--- src/rtl/decoder_seq_00xxx00x.sv ---
// decoder_seq_00xxx00x
// Sequenced decoder for the 00xxx00x opcode group (NOP, EX AF,AF', DJNZ,
// JR e, JR cc,e, LD dd,nn, ADD HL,ss). It latches one opcode and steps its
// own phase counter (xpt). Each phase emits control strobes, and the last
// phase emits done. Phases that read an operand stall on bus_ready. If the
// bus never answers, a wait timeout aborts the instruction.
//
// Ports:
//   clk, reset       clock; synchronous active-high reset
//   op_valid/opcode  opcode offer from the fetch unit
//   op_ready         opcode accepted this cycle (IDLE or done)
//   flag_z, flag_c   condition flags, sampled in the decision phase
//   b_zero           B==0 after decrement (DJNZ xpt2)
//   bus_ready        operand byte valid on the data bus
//   xpt, busy        current phase; instruction in progress
//   rd_operand ..    per-phase datapath strobes (combinational)
//   done             last phase of the instruction
//   illegal, abort   opcode outside the group; bus wait timeout
module decoder_seq_00xxx00x #(
    parameter int unsigned XPT_W    = 5,
    parameter int unsigned WAIT_MAX = 15,
    parameter int unsigned WAIT_W   = 4
) (
    input  logic             clk,
    input  logic             reset,
    input  logic             op_valid,
    output logic             op_ready,
    input  logic [7:0]       opcode,
    input  logic             flag_z,
    input  logic             flag_c,
    input  logic             b_zero,
    input  logic             bus_ready,
    output logic [XPT_W-1:0] xpt,
    output logic             busy,
    output logic             rd_operand,
    output logic [1:0]       reg_sel,
    output logic             write_l,
    output logic             write_h,
    output logic             alu_add16,
    output logic             alu_hi,
    output logic             write_flags,
    output logic             ex_af,
    output logic             b_dec,
    output logic             pc_add_disp,
    output logic             done,
    output logic             illegal,
    output logic             abort
);

    typedef enum logic {IDLE, EXEC} state_t;

    state_t            state_q, state_d;
    logic [XPT_W-1:0]  xpt_q, xpt_d;
    logic [WAIT_W-1:0] wait_q, wait_d;
    logic [7:0]        opcode_q, opcode_d;

    // Opcode classes, decoded from the latched opcode
    logic is_nop, is_ex, is_djnz, is_jr, is_jrcc, is_ld, is_add;
    logic cond_true, ph0, ph1;

    assign is_nop  = (opcode_q == 8'h00);
    assign is_ex   = (opcode_q == 8'h08);
    assign is_djnz = (opcode_q == 8'h10);
    assign is_jr   = (opcode_q == 8'h18);
    assign is_jrcc = (opcode_q[7:5] == 3'b001) && (opcode_q[2:0] == 3'b000);
    assign is_ld   = (opcode_q[7:6] == 2'b00) && (opcode_q[3:0] == 4'h1);
    assign is_add  = (opcode_q[7:6] == 2'b00) && (opcode_q[3:0] == 4'h9);

    assign ph0 = (xpt_q == XPT_W'(0));
    assign ph1 = (xpt_q == XPT_W'(1));

    // JR cc condition: opcode[4:3] = NZ, Z, NC, C
    always_comb begin
        cond_true = 1'b0;
        case (opcode_q[4:3])
            2'b00:   cond_true = !flag_z;
            2'b01:   cond_true = flag_z;
            2'b10:   cond_true = !flag_c;
            default: cond_true = flag_c;
        endcase
    end

    // Phase decode, strobes and next state
    always_comb begin
        logic last;
        logic advance;

        rd_operand  = 1'b0;
        write_l     = 1'b0;
        write_h     = 1'b0;
        alu_add16   = 1'b0;
        alu_hi      = 1'b0;
        write_flags = 1'b0;
        ex_af       = 1'b0;
        b_dec       = 1'b0;
        pc_add_disp = 1'b0;
        illegal     = 1'b0;
        abort       = 1'b0;
        last        = 1'b0;
        advance     = 1'b1;
        state_d     = state_q;
        xpt_d       = xpt_q;
        wait_d      = wait_q;
        opcode_d    = opcode_q;

        if (state_q == EXEC) begin
            if (is_nop) begin
                last = 1'b1;
            end else if (is_ex) begin
                ex_af = 1'b1;
                last  = 1'b1;
            end else if (is_djnz) begin
                if (ph0) begin
                    b_dec = 1'b1;
                end else if (ph1) begin
                    rd_operand = 1'b1;
                end else begin
                    pc_add_disp = !b_zero;
                    last        = 1'b1;
                end
            end else if (is_jr || is_jrcc) begin
                if (ph0) begin
                    rd_operand = 1'b1;
                end else begin
                    pc_add_disp = is_jr || cond_true;
                    last        = 1'b1;
                end
            end else if (is_ld) begin
                rd_operand = 1'b1;
                if (ph0) begin
                    write_l = bus_ready;
                end else begin
                    write_h = bus_ready;
                    last    = bus_ready;
                end
            end else if (is_add) begin
                alu_add16 = 1'b1;
                if (ph0) begin
                    write_l = 1'b1;
                end else begin
                    alu_hi      = 1'b1;
                    write_h     = 1'b1;
                    write_flags = 1'b1;
                    last        = 1'b1;
                end
            end else begin
                illegal = 1'b1;
                last    = 1'b1;
            end

            // Operand phases stall on the bus; timeout ends the instruction
            if (rd_operand) begin
                advance = bus_ready;
                if (!bus_ready && (wait_q == WAIT_W'(WAIT_MAX))) begin
                    abort       = 1'b1;
                    write_l     = 1'b0;
                    write_h     = 1'b0;
                    pc_add_disp = 1'b0;
                end
            end
        end

        done     = last || abort;
        op_ready = (state_q == IDLE) || done;

        if (state_q == EXEC) begin
            if (done) begin
                state_d = IDLE;
                xpt_d   = '0;
                wait_d  = '0;
            end else if (advance) begin
                xpt_d  = xpt_q + XPT_W'(1);
                wait_d = '0;
            end else begin
                wait_d = wait_q + WAIT_W'(1);
            end
        end

        if (op_valid && op_ready) begin
            opcode_d = opcode;
            state_d  = EXEC;
            xpt_d    = '0;
            wait_d   = '0;
        end
    end

    assign busy    = (state_q == EXEC);
    assign xpt     = xpt_q;
    assign reg_sel = busy ? opcode_q[5:4] : 2'b00;

    always_ff @(posedge clk) begin
        if (reset) begin
            state_q  <= IDLE;
            xpt_q    <= '0;
            wait_q   <= '0;
            opcode_q <= 8'h00;
        end else begin
            state_q  <= state_d;
            xpt_q    <= xpt_d;
            wait_q   <= wait_d;
            opcode_q <= opcode_d;
        end
    end

endmodule

--- config.mk ---
export PLATFORM = sky130hd
export DESIGN_NAME = decoder_seq_00xxx00x
export DESIGN_NICKNAME = d
export VERILOG_FILES = /design/src/rtl/decoder_seq_00xxx00x.sv
export SDC_FILE = /design/constraint.sdc
export NUM_CORES = 1
export LEC_CHECK = 0
export ABC_AREA = 1
export CAP_MARGIN = 20
export CORE_MARGIN = 2
export CORE_UTILIZATION = 48
export CTS_BUF_LIST = sky130_fd_sc_hd__clkbuf_8
export DETAILED_ROUTE_END_ITERATION = 6
export PLACE_DENSITY = 0.81
export SLEW_MARGIN = 20
export SYNTH_ARGS = -nofsm -noshare
export SYNTH_HDL_FRONTEND = slang
export SYNTH_SLANG_ARGS = --single-unit
--- constraint.sdc ---
create_clock -name clk -period 1.8 [get_ports clk]
set_input_delay 0.36 -clock clk [delete_from_list [all_inputs] [get_ports clk]]
set_output_delay 0.36 -clock clk [all_outputs]
set_load 0.02 [all_outputs]
== Word-level counts from Yosys, hierarchy flattened ==
Index checks and enable logic that the tools add are counted.
W data, S select, Z words.

* Flip-flop bits (word level): 18
* Bits in latches: 0
* Bits in writable memories: 0
* Bits in read-only memories: 0
* Bits of input ports: 15
* Output and inout port bits: 21
* Memories: 0

* Add/sub/neg operators: 2
* Multipliers: 0
* Div/mod/pow operators: 0
* Magnitude comparators: 0
* Eq/ne operators: 10
* Shifts and indexed selects: 0
* Multiplexer cells: 91
* Bitwise operators: 1
* Reduce and logical (&&, ||, !) cells: 21

{| class="wikitable"
|+ Operators with widths
! operator !! count
|-
| $mux W1 || 85
|-
| $eq A8 B5 Y1 const B || 2
|-
| $mux W5 || 2
|-
| $eq A4 B4 Y1 const B || 2
|-
| $eq A8 B4 Y1 const B || 1
|-
| $logic_not A8 Y1 || 1
|-
| $mux W4 || 2
|-
| $add A5 B1 Y5 const B || 1
|-
| $eq A5 B1 Y1 const B || 1
|-
| $logic_and A1 B1 Y1 || 5
|-
| $logic_not A5 Y1 || 1
|-
| $add A4 B1 Y4 const B || 1
|-
| $eq A4 B1 Y1 const B || 1
|-
| $logic_not A1 Y1 || 4
|-
| $logic_not A2 Y1 || 2
|-
| $logic_or A1 B1 Y1 || 4
|-
| $eq A3 B1 Y1 const B || 1
|-
| $logic_not A3 Y1 || 1
|-
| $pmux W1 S3 || 1
|-
| $eq A2 B1 Y1 const B || 1
|-
| $eq A2 B2 Y1 const B || 1
|-
| $mux W2 || 1
|-
| $reduce_and A2 Y1 || 1
|-
| $reduce_bool A2 Y1 || 1
|-
| 2 further kinds || 2
|}

== Longest topological paths before layout ==
Gate-level depths: netlist of run 1.

* Depth after elaboration: 14
* Mapped depth: 14
* Gate-level depth less buffers: 14

== Worst setup path before layout of run 1 ==
Ideal clock, no wire load.

* Path type: reg-to-output
* Start: reg xpt_q[0] (netlist: xpt[0])
* End: out write_flags
* Arrival time: 1.758 ns
* Required time: 1.440 ns
* Slack: -0.318 ns
* Cell stages (with the launch flop): 7
* Buffers on the path: 1
* Path through: dfxtp_1 inv_1 ha_1 nand2_1 nor2_4 nor3_1 buf_4

* Longest elaborated chain between the ends: 9

{| class="wikitable"
|+ Ends and longest elaborated chain
! element !! RTL line !! text
|-
| from (decl) || 53 || <nowiki>logic [XPT_W-1:0] xpt_q, xpt_d;</nowiki>
|-
| from (signal assigned) || 199 || <nowiki>xpt_q <= xpt_d;</nowiki>
|-
| $logic_not A5 Y1 || 69 || <nowiki>assign ph0 = (xpt_q == XPT_W'(0));</nowiki>
|-
| $mux W1 (8 in series) || - ||
|-
| to (decl) || 41 || <nowiki>output logic write_flags,</nowiki>
|}

No other way between the ends.

== Worst setup path in the final report of run 1 ==
* Start: in flag_c
* End: out pc_add_disp

* Longest elaborated chain between the ends: 11

{| class="wikitable"
|+ Ends and longest elaborated chain
! element !! RTL line !! text
|-
| from (decl) || 30 || <nowiki>input logic flag_c,</nowiki>
|-
| $logic_not A1 Y1 || 78 || <nowiki>2'b10: cond_true = !flag_c;</nowiki>
|-
| $pmux W1 S3 * || 75 || <nowiki>case (opcode_q[4:3])</nowiki>
|-
| $logic_or A1 B1 Y1 * || 125 || <nowiki>pc_add_disp = is_jr || cond_true;</nowiki>
|-
| $mux W1 * || 122 || <nowiki>if (ph0) begin</nowiki>
|-
| $mux W1 * || 121 || <nowiki>end else if (is_jr || is_jrcc) begin</nowiki>
|-
| $mux W1 * || 112 || <nowiki>end else if (is_djnz) begin</nowiki>
|-
| $mux W1 * || 109 || <nowiki>end else if (is_ex) begin</nowiki>
|-
| $mux W1 * || 107 || <nowiki>if (is_nop) begin</nowiki>
|-
| $mux W1 || 154 || <nowiki>if (!bus_ready && (wait_q == WAIT_W'(WAIT_MAX))) begin</nowiki>
|-
| $mux W1 * || 152 || <nowiki>if (rd_operand) begin</nowiki>
|-
| $mux W1 * || 106 || <nowiki>if (state_q == EXEC) begin</nowiki>
|-
| to (decl) || 44 || <nowiki>output logic pc_add_disp,</nowiki>
|}

Every way passes the cells marked *; elsewhere a longest branch is shown, timed or not.

==> impl_metrics.csv, run 1 <==
group,metric,value,unit
detailed_routing,routed_wl,5.80,mm
logic_synthesis,syn_inst,172,
logic_synthesis,synth.distinct_cells,29,
clock_tree,clkTransAtPathRegs,0.07,ns
logic_synthesis,synth_fp_nets,191,
critical_path,rr_worst_depth,14,
timing,hold_ws,0.534,ns
power_and_ir_drop,vdd_drop_max,583,µV
timing,setup_viol,30,
placed_design,hpwl,2.59,mm
critical_path,crit_start,"flag_c",
timing,rsz0062_at_grt,"yes",
critical_path,path_cells,"clkdlybuf4s50_1, nand2_1, nand2_2, nor2_1, a31oi_1, a211oi_2, o21ai_1, nor2_2, buf_6",
placed_design,numPortBuffers,35,
critical_path,cp_slowest_stage_delay,0.43,ns
die,coreArea,2430,µm²
critical_path,crit_path_end,"pc_add_disp",
final_layout,drive_above_1_share,59.0,%
clock_tree,cts_tree,"yes",
timing,min_period,2.14,ns
critical_path,crit_fanout,2,
critical_path,start_kind,"primary input",
timing,slew_violations,0,
final_layout,syn_to_final_growth,87.6,%
final_layout,postLayoutCoreUtil,93.9,%
run,max-cap-violations,0,
global_route,grt_pass1_vias,1400,
clock_tree,cts_sinks,18,
final_layout,instances_no_fill,281,
timing,finClkSkew,0.00452,ns
logic_synthesis,ys_seq_elements,18,
timing,worst_pin_slew,0.458,ns
logic_synthesis,synth-async-reset-ratio,0,%
timing,setup_tns,-4.79,ns
outcome,status,"finished, violations left",
logic_synthesis,syn_area,1220,µm²
global_route,antenna_found_initial,0,
min_path,min_path_type,"flip-flop to flip-flop",
logic_synthesis,synth-seq-area-share,29.6,%
detailed_routing,initialDrtViolationCount,83,
global_route,grt_overflow,0,
die,die_area,2960,µm²
logic_synthesis,synth_edf_count,0,
global_route,track_usage,28.6,%
critical_path,crit_slowest_cell,"clkdlybuf4s50_1",
clock_tree,numCtsBuffers,3,
critical_path,path_delay_family,"buffers and inverters",
die,start_util,50.1,%
power_and_ir_drop,leakage,0.995,nW
outcome,violations,"negative setup slack",
critical_path,end_kind,"primary output",
critical_path,r2r_slack,-0.18,ns
clock_tree,root_buffer,"clkbuf_8",
logic_synthesis,yosys_warnings,0,
detailed_routing,vias_per_cell,5.89,
detailed_routing,dr.pass1.iters,4,
power_and_ir_drop,fin_total_pwr,0.00122,W
global_route,grt_pass1_wl,6.20,mm
placed_design,post-place-cells,268,
logic_synthesis,avgSynthCellArea,7.08,µm²
timing,finalWorstSetupSlack,-0.337,ns
power_and_ir_drop,powerDensity,533,nW/µm²
detailed_routing,drc,0,
final_layout,insertedDiodeCount,0,
critical_path,crit_cells,9,
critical_path,worstPathRequired,1.44,ns
clock_tree,hold_buffers,0,
logic_synthesis,synth-main-ff-cell,"dfxtp_1",
timing,timing.fmax,0.468,GHz
die,die_w,54.4,µm
clock_tree,clockBufferDepth,2,
timing,finalCritPeriodShare,119,%
detailed_routing,ant_nets,0,
final_layout,final.fill_count,79,
die,die_h,54.4,µm
critical_path,r2r_start,"xpt[0]",
critical_path,path_buf_inv,2,
timing,max_slew_margin,69.4,%
critical_path,critical_path_class,"primary input to primary output",
placed_design,gp_congestion,0.925,
critical_path,worstReg2RegEnd,"wait_q[0]",
die,rows,18,
die,io_pins,36,
clock_tree,htree_levels,1,
timing,final_hold_viol_count,0,
final_layout,nets,272,
detailed_routing,wl_per_cell,20.6,µm
detailed_routing,routed-via-count,1656,
global_route,grt_max_degree,11,
clock_tree,clk_latency,0.26,ns
critical_path,cp_data_arrival_time,1.78,ns
state kept, by name, indices dropped and copies added, names as in the netlist:
| name | flops |
|---|---|
| xpt | 5 |
| wait_q | 4 |
| busy | 1 |
| opcode_q | 8 |
routing by layer:
metal	GRT usage (%)	share of wire [%]
met1	32.4	37
met2	52.6	48
met3	4.64	8.8
met4	11.7	5.5
met5	0	0
worst register-to-register path, delay by kind of cell, from the launching register on:
kind / cells / cell delay, ns
buffers and inverters: 3 / 0.33
AND/OR/NAND/NOR: 10 / 1.03
adder cells (fa/ha/maj): 1 / 0.17
flip-flops: 1 / 0.35
timing repair:
item,4_1_cts,5_1_grt
gates resized for setup,103,68
setup endpoints to repair,29,30
setup buffers,5,5
gates cloned,0,1
pin swaps,13,22
cell usage in the layout, fill, tap and decap left out, types with 2 or more instances in the layout:
cell type,n
inv_2,7
nor2_1,21
o21ai_1,6
nor2_2,11
xnor2_1,3
clkdlybuf4s50_1,18
o21ai_2,2
dfxtp_4,2
nor2_4,15
buf_4,40
o21ai_0,3
ha_1,3
nand3_2,6
nand2_4,6
nand4_1,3
buf_6,13
nor3_4,2
nor3_2,2
dfxtp_1,8
a21oi_2,2
buf_2,2
dfxtp_2,8
nand3_4,5
nand2_1,16
nand2_8,3
clkbuf_8,3
inv_1,13
nand2_2,12
dlygate4sd2_1,3
area by class of cell:
| class | instances | area (µm²) | share of cell area (%) |
|---|---|---|---|
| clock buffers | 3 | 41.3 | 1.81 |
| inverters | 23 | 101 | 4.44 |
| repair buffers | 77 | 676 | 29.6 |
| well taps | 30 | 37.5 | 1.64 |
| multi-input cells | 130 | 1050 | 46.0 |
| flip-flops and latches | 18 | 378 | 16.5 |
stage by stage:
| stage | cell area (µm²) | setup slack [ns] |
|---|---|---|
| CTS | 2020 | -0.180 |
| floorplan | 1240 | -0.0460 |
| detailed placement | 1860 | -0.608 |
| global route | 2280 | -0.425 |
| global placement | 1860 | -0.570 |
| finish | 2280 | -0.337 |
worst min-delay path by stage:
| stage | start | end | slack, ns | cells after the start |
|---|---|---|---|---|
| 5_1_grt | opcode_q[0] | opcode_q[0] | 0.56 | 2 |
| 2_1_floorplan | reset | busy | 0.43 | 1 |
| 3_5_place_dp | opcode_q[0] | opcode_q[0] | 0.50 | 2 |
| 6_report | opcode_q[0] | opcode_q[0] | 0.53 | 2 |
| 3_3_place_gp | opcode_q[1] | opcode_q[1] | 0.49 | 2 |
| 4_1_cts | opcode_q[1] | opcode_q[1] | 0.52 | 2 |
Yosys cell counts, types with 2 or more instances:
| master | n | area (µm²) |
|---|---|---|
| nor2_1 | 35 | 131 |
| nand2_1 | 26 | 97.6 |
| inv_1 | 19 | 71.3 |
| dfxtp_1 | 18 | 360 |
| o21ai_0 | 11 | 55.1 |
| nand3_1 | 9 | 45.0 |
| nand2_2 | 6 | 37.5 |
| nor2_2 | 6 | 37.5 |
| nor2_4 | 6 | 67.6 |
| nor3_1 | 5 | 25.0 |
| ha_1 | 4 | 50.1 |
| nand2_4 | 3 | 33.8 |
| nand4_1 | 3 | 18.8 |
| xnor2_1 | 3 | 26.3 |
| a21oi_1 | 2 | 10.0 |
| inv_2 | 2 | 7.51 |
| nand3_2 | 2 | 20.0 |
kinds of logic (layout without fill, tap and decap cells):
kind of cell | Yosys count | after routing | synth area share [%]
AOI/OAI and AO/OA | 17 | 17 | 7.91
xor gates and xnor gates | 4 | 4 | 2.88
and+or+nand+nor | 104 | 105 | 46.0
DFF | 18 | 18 | 29.6
buffers and inverters | 25 | 103 | 9.46
adders and majority gates | 4 | 4 | 4.11
report_power, final:
part	internal, W	switching (W)	leakage (nW)
Combinational	0.000205	0.000278	0.822
Clock	0.000149	0.000138	0.0216
Sequential	0.000419	0.0000282	0.151
Power figures use the tool's default switching activity.
==> run 2, diff against run 1 <==
--- a/config.mk
+++ b/config.mk
@@ -10,8 +10,11 @@
 export CORE_MARGIN = 2
 export CORE_UTILIZATION = 48
 export CTS_BUF_LIST = sky130_fd_sc_hd__clkbuf_8
+export CTS_CLUSTER_SIZE = 16
 export DETAILED_ROUTE_END_ITERATION = 6
+export GPL_TIMING_DRIVEN = 0
 export PLACE_DENSITY = 0.81
+export SETUP_SLACK_MARGIN = 0.02
 export SLEW_MARGIN = 20
 export SYNTH_ARGS = -nofsm -noshare
 export SYNTH_HDL_FRONTEND = slang
==> run 2 against run 1 <==
  * The flow still finishes with violations (negative setup slack)
  * Sequential power is essentially flat
  * Sequential share of layout area grew 1.8 points
  * Via count shrank 13%
  * Worst setup slack gained 0.043 ns
  * Combinational power shrank 23%
  * Register-to-register slack is essentially flat
  * First-iteration DRC count shrank 13%
  * Wire length shrank 21%
  * Clock skew shrank 0.0025 ns
  * Maximum frequency grew 2.1%
  * Critical path type is now flip-flop to primary output
==> impl_metrics.csv, run 2 (synthesis results as in run 1) <==
group,metric,value,unit
outcome,status,"finished, violations left",
outcome,violations,"negative setup slack",
global_route,antenna_found_initial,0,
critical_path,crit_fanout,5,
timing,finalWorstSetupSlack,-0.294,ns
critical_path,start_kind,"flip-flop",
timing,hold_ws,0.496,ns
critical_path,critical_path_class,"flip-flop to primary output",
critical_path,end_kind,"primary output",
clock_tree,clk_latency,0.26,ns
detailed_routing,routed_wl,4.56,mm
detailed_routing,initialDrtViolationCount,72,
final_layout,stdcell_area,2060,µm²
final_layout,postLayoutCoreUtil,84.8,%
die,io_pins,36,
timing,timing.fmax,0.478,GHz
power_and_ir_drop,powerDensity,538,nW/µm²
timing,finalCritPeriodShare,116,%
critical_path,r2r_start,"opcode_q[7]",
critical_path,cp_data_arrival_time,1.73,ns
detailed_routing,drc,0,
clock_tree,clockBufferDepth,2,
global_route,grt_max_degree,11,
timing,min_period,2.09,ns
placed_design,placed_area,1650,µm²
timing,max_slew_margin,76.5,%
final_layout,insertedDiodeCount,0,
detailed_routing,dr.pass1.iters,4,
detailed_routing,ant_nets,0,
global_route,grt_overflow,0,
global_route,grt_pass1_wl,5.52,mm
critical_path,r2r_slack,-0.17,ns
detailed_routing,wl_per_cell,17.4,µm
final_layout,layout_common_cells,"28 x nor2_1, 19 x buf_4, 18 x clkdlybuf4s50_1",
min_path,hold_start,"xpt[3]",
timing,finClkSkew,0.00200,ns
die,rows,18,
critical_path,worstPathRequired,1.44,ns
detailed_routing,vias_per_cell,5.52,
power_and_ir_drop,vdd_drop_max,537,µV
critical_path,crit_slowest_cell,"dfxtp_2",
clock_tree,root_buffer,"clkbuf_8",
die,coreArea,2430,µm²
timing,rsz0062_at_grt,"yes",
detailed_routing,routed-via-count,1447,
power_and_ir_drop,leakage,0.916,nW
timing,setup_viol,30,
critical_path,cp_common_cell,"nor2_4",
clock_tree,cts_sinks,18,
placed_design,numPortBuffers,35,
clock_tree,htree_levels,1,
placed_design,hpwl,2.31,mm
critical_path,cp_slowest_stage_delay,0.34,ns
critical_path,rr_worst_depth,13,
min_path,hold_depth,2,
die,die_h,54.4,µm
die,die_area,2960,µm²
min_path,hold_end,"xpt[3]",
final_layout,top_register,"opcode_q",
die,start_util,50.1,%
timing,slew_violations,0,
final_layout,syn_to_final_growth,69.4,%
clock_tree,numCtsBuffers,3,
final_layout,largest_reg_flops,8,
clock_tree,clkTransAtPathRegs,0.07,ns
timing,final_hold_viol_count,0,
critical_path,worstReg2RegEnd,"xpt[2]",
final_layout,drive_above_1_share,50.0,%
critical_path,path_cells,"nor2_4, inv_4, nor2_4, a31oi_1, a211oi_2, o21ai_1, nor2_2, buf_6",
die,die_w,54.4,µm
run,max-cap-violations,0,
min_path,min_path_type,"flip-flop to flip-flop",
final_layout,final_common_cell,"nor2_1",
final_layout,nets,253,
global_route,grt_pass1_vias,1344,
clock_tree,hold_buffers,0,
placed_design,gp_congestion,0.864,
clock_tree,cts_tree,"yes",
global_route,track_usage,25.6,%
timing,worst_pin_slew,0.351,ns
==> run 2: changes by cell type in the layout (fill, tap and decap cells not counted), sizes merged <==
cell    before  now
buf         55   34
clkbuf       3    5
clkinv       0    1
inv         23   22
==> run 2: per-stage QoR <==
step	setup WS [ns]	power, W	TNS (ns)	instances
after floorplan	0.0142	0.000620	0	172
after global placement	-0.597	0.000701	-6.22	237
after detailed placement	-0.614	0.000710	-7.00	237
after CTS	-0.150	0.00102	-1.00	249
after global routing	-0.350	0.00115	-7.32	262
final	-0.294	0.00111	-4.30	262
==> run 2: cell type report <==
class | count | area (µm²)
Fill cell | 122 | 370
Buffer | 2 | 21.3
Tap cell | 30 | 37.5
Clock buffer | 3 | 41.3
Multi-Input combinational cell | 130 | 977
Sequential cell | 18 | 379
Inverter | 23 | 96.3
Timing Repair Buffer | 56 | 509
==> run 2: critical path, delay by kind of cell (launching register included) <==
family | cells | cell delay (ns)
AOI/OAI and AO/OA | 3 | 0.45
buffers and inverters | 2 | 0.21
DFF | 1 | 0.34
and+or+nand+nor | 3 | 0.49
==> run 2: routing by layer <==
metal / share of wire, % / vias to the layer above / track usage, %
met3: 7.1 / 13 / 5.19
met1: 38 / 685 / 27.3
li1: - / 668 / -
met4: 2.9 / 0 / 15.4
met5: 0 / - / 0
met2: 52 / 81 / 46.0
==> run 2: what timing repair did <==
item / 4_1_cts / 5_1_grt
gates resized for setup: 96 / 41
pin swaps: 16 / 13
setup endpoints to repair: 32 / 30
gates cloned: 0 / 1
endpoints found under the hold margin: 0 / 0
buffers inserted: 9 / 12
==> run 2: how the worst max path moves through the flow <==
stage,start,end,slack (ns),cells past startpoint
detailed placement,xpt[0],done,-0.61,9
CTS,xpt[1],abort,-0.15,9
global route,opcode_q[0],op_ready,-0.35,9
floorplan,busy,write_h,0.01,3
global placement,flag_c,pc_add_disp,-0.60,8
finish,opcode_q[7],pc_add_disp,-0.29,8
==> run 2: where the power goes <==
group	leakage, nW	total (W)	internal, W	switching, W
combinational	0.743	0.000370	0.000155	0.000215
clock	0.0216	0.000290	0.000149	0.000141
sequential	0.151	0.000448	0.000418	0.0000304
total	0.916	0.00111	0.000722	0.000386
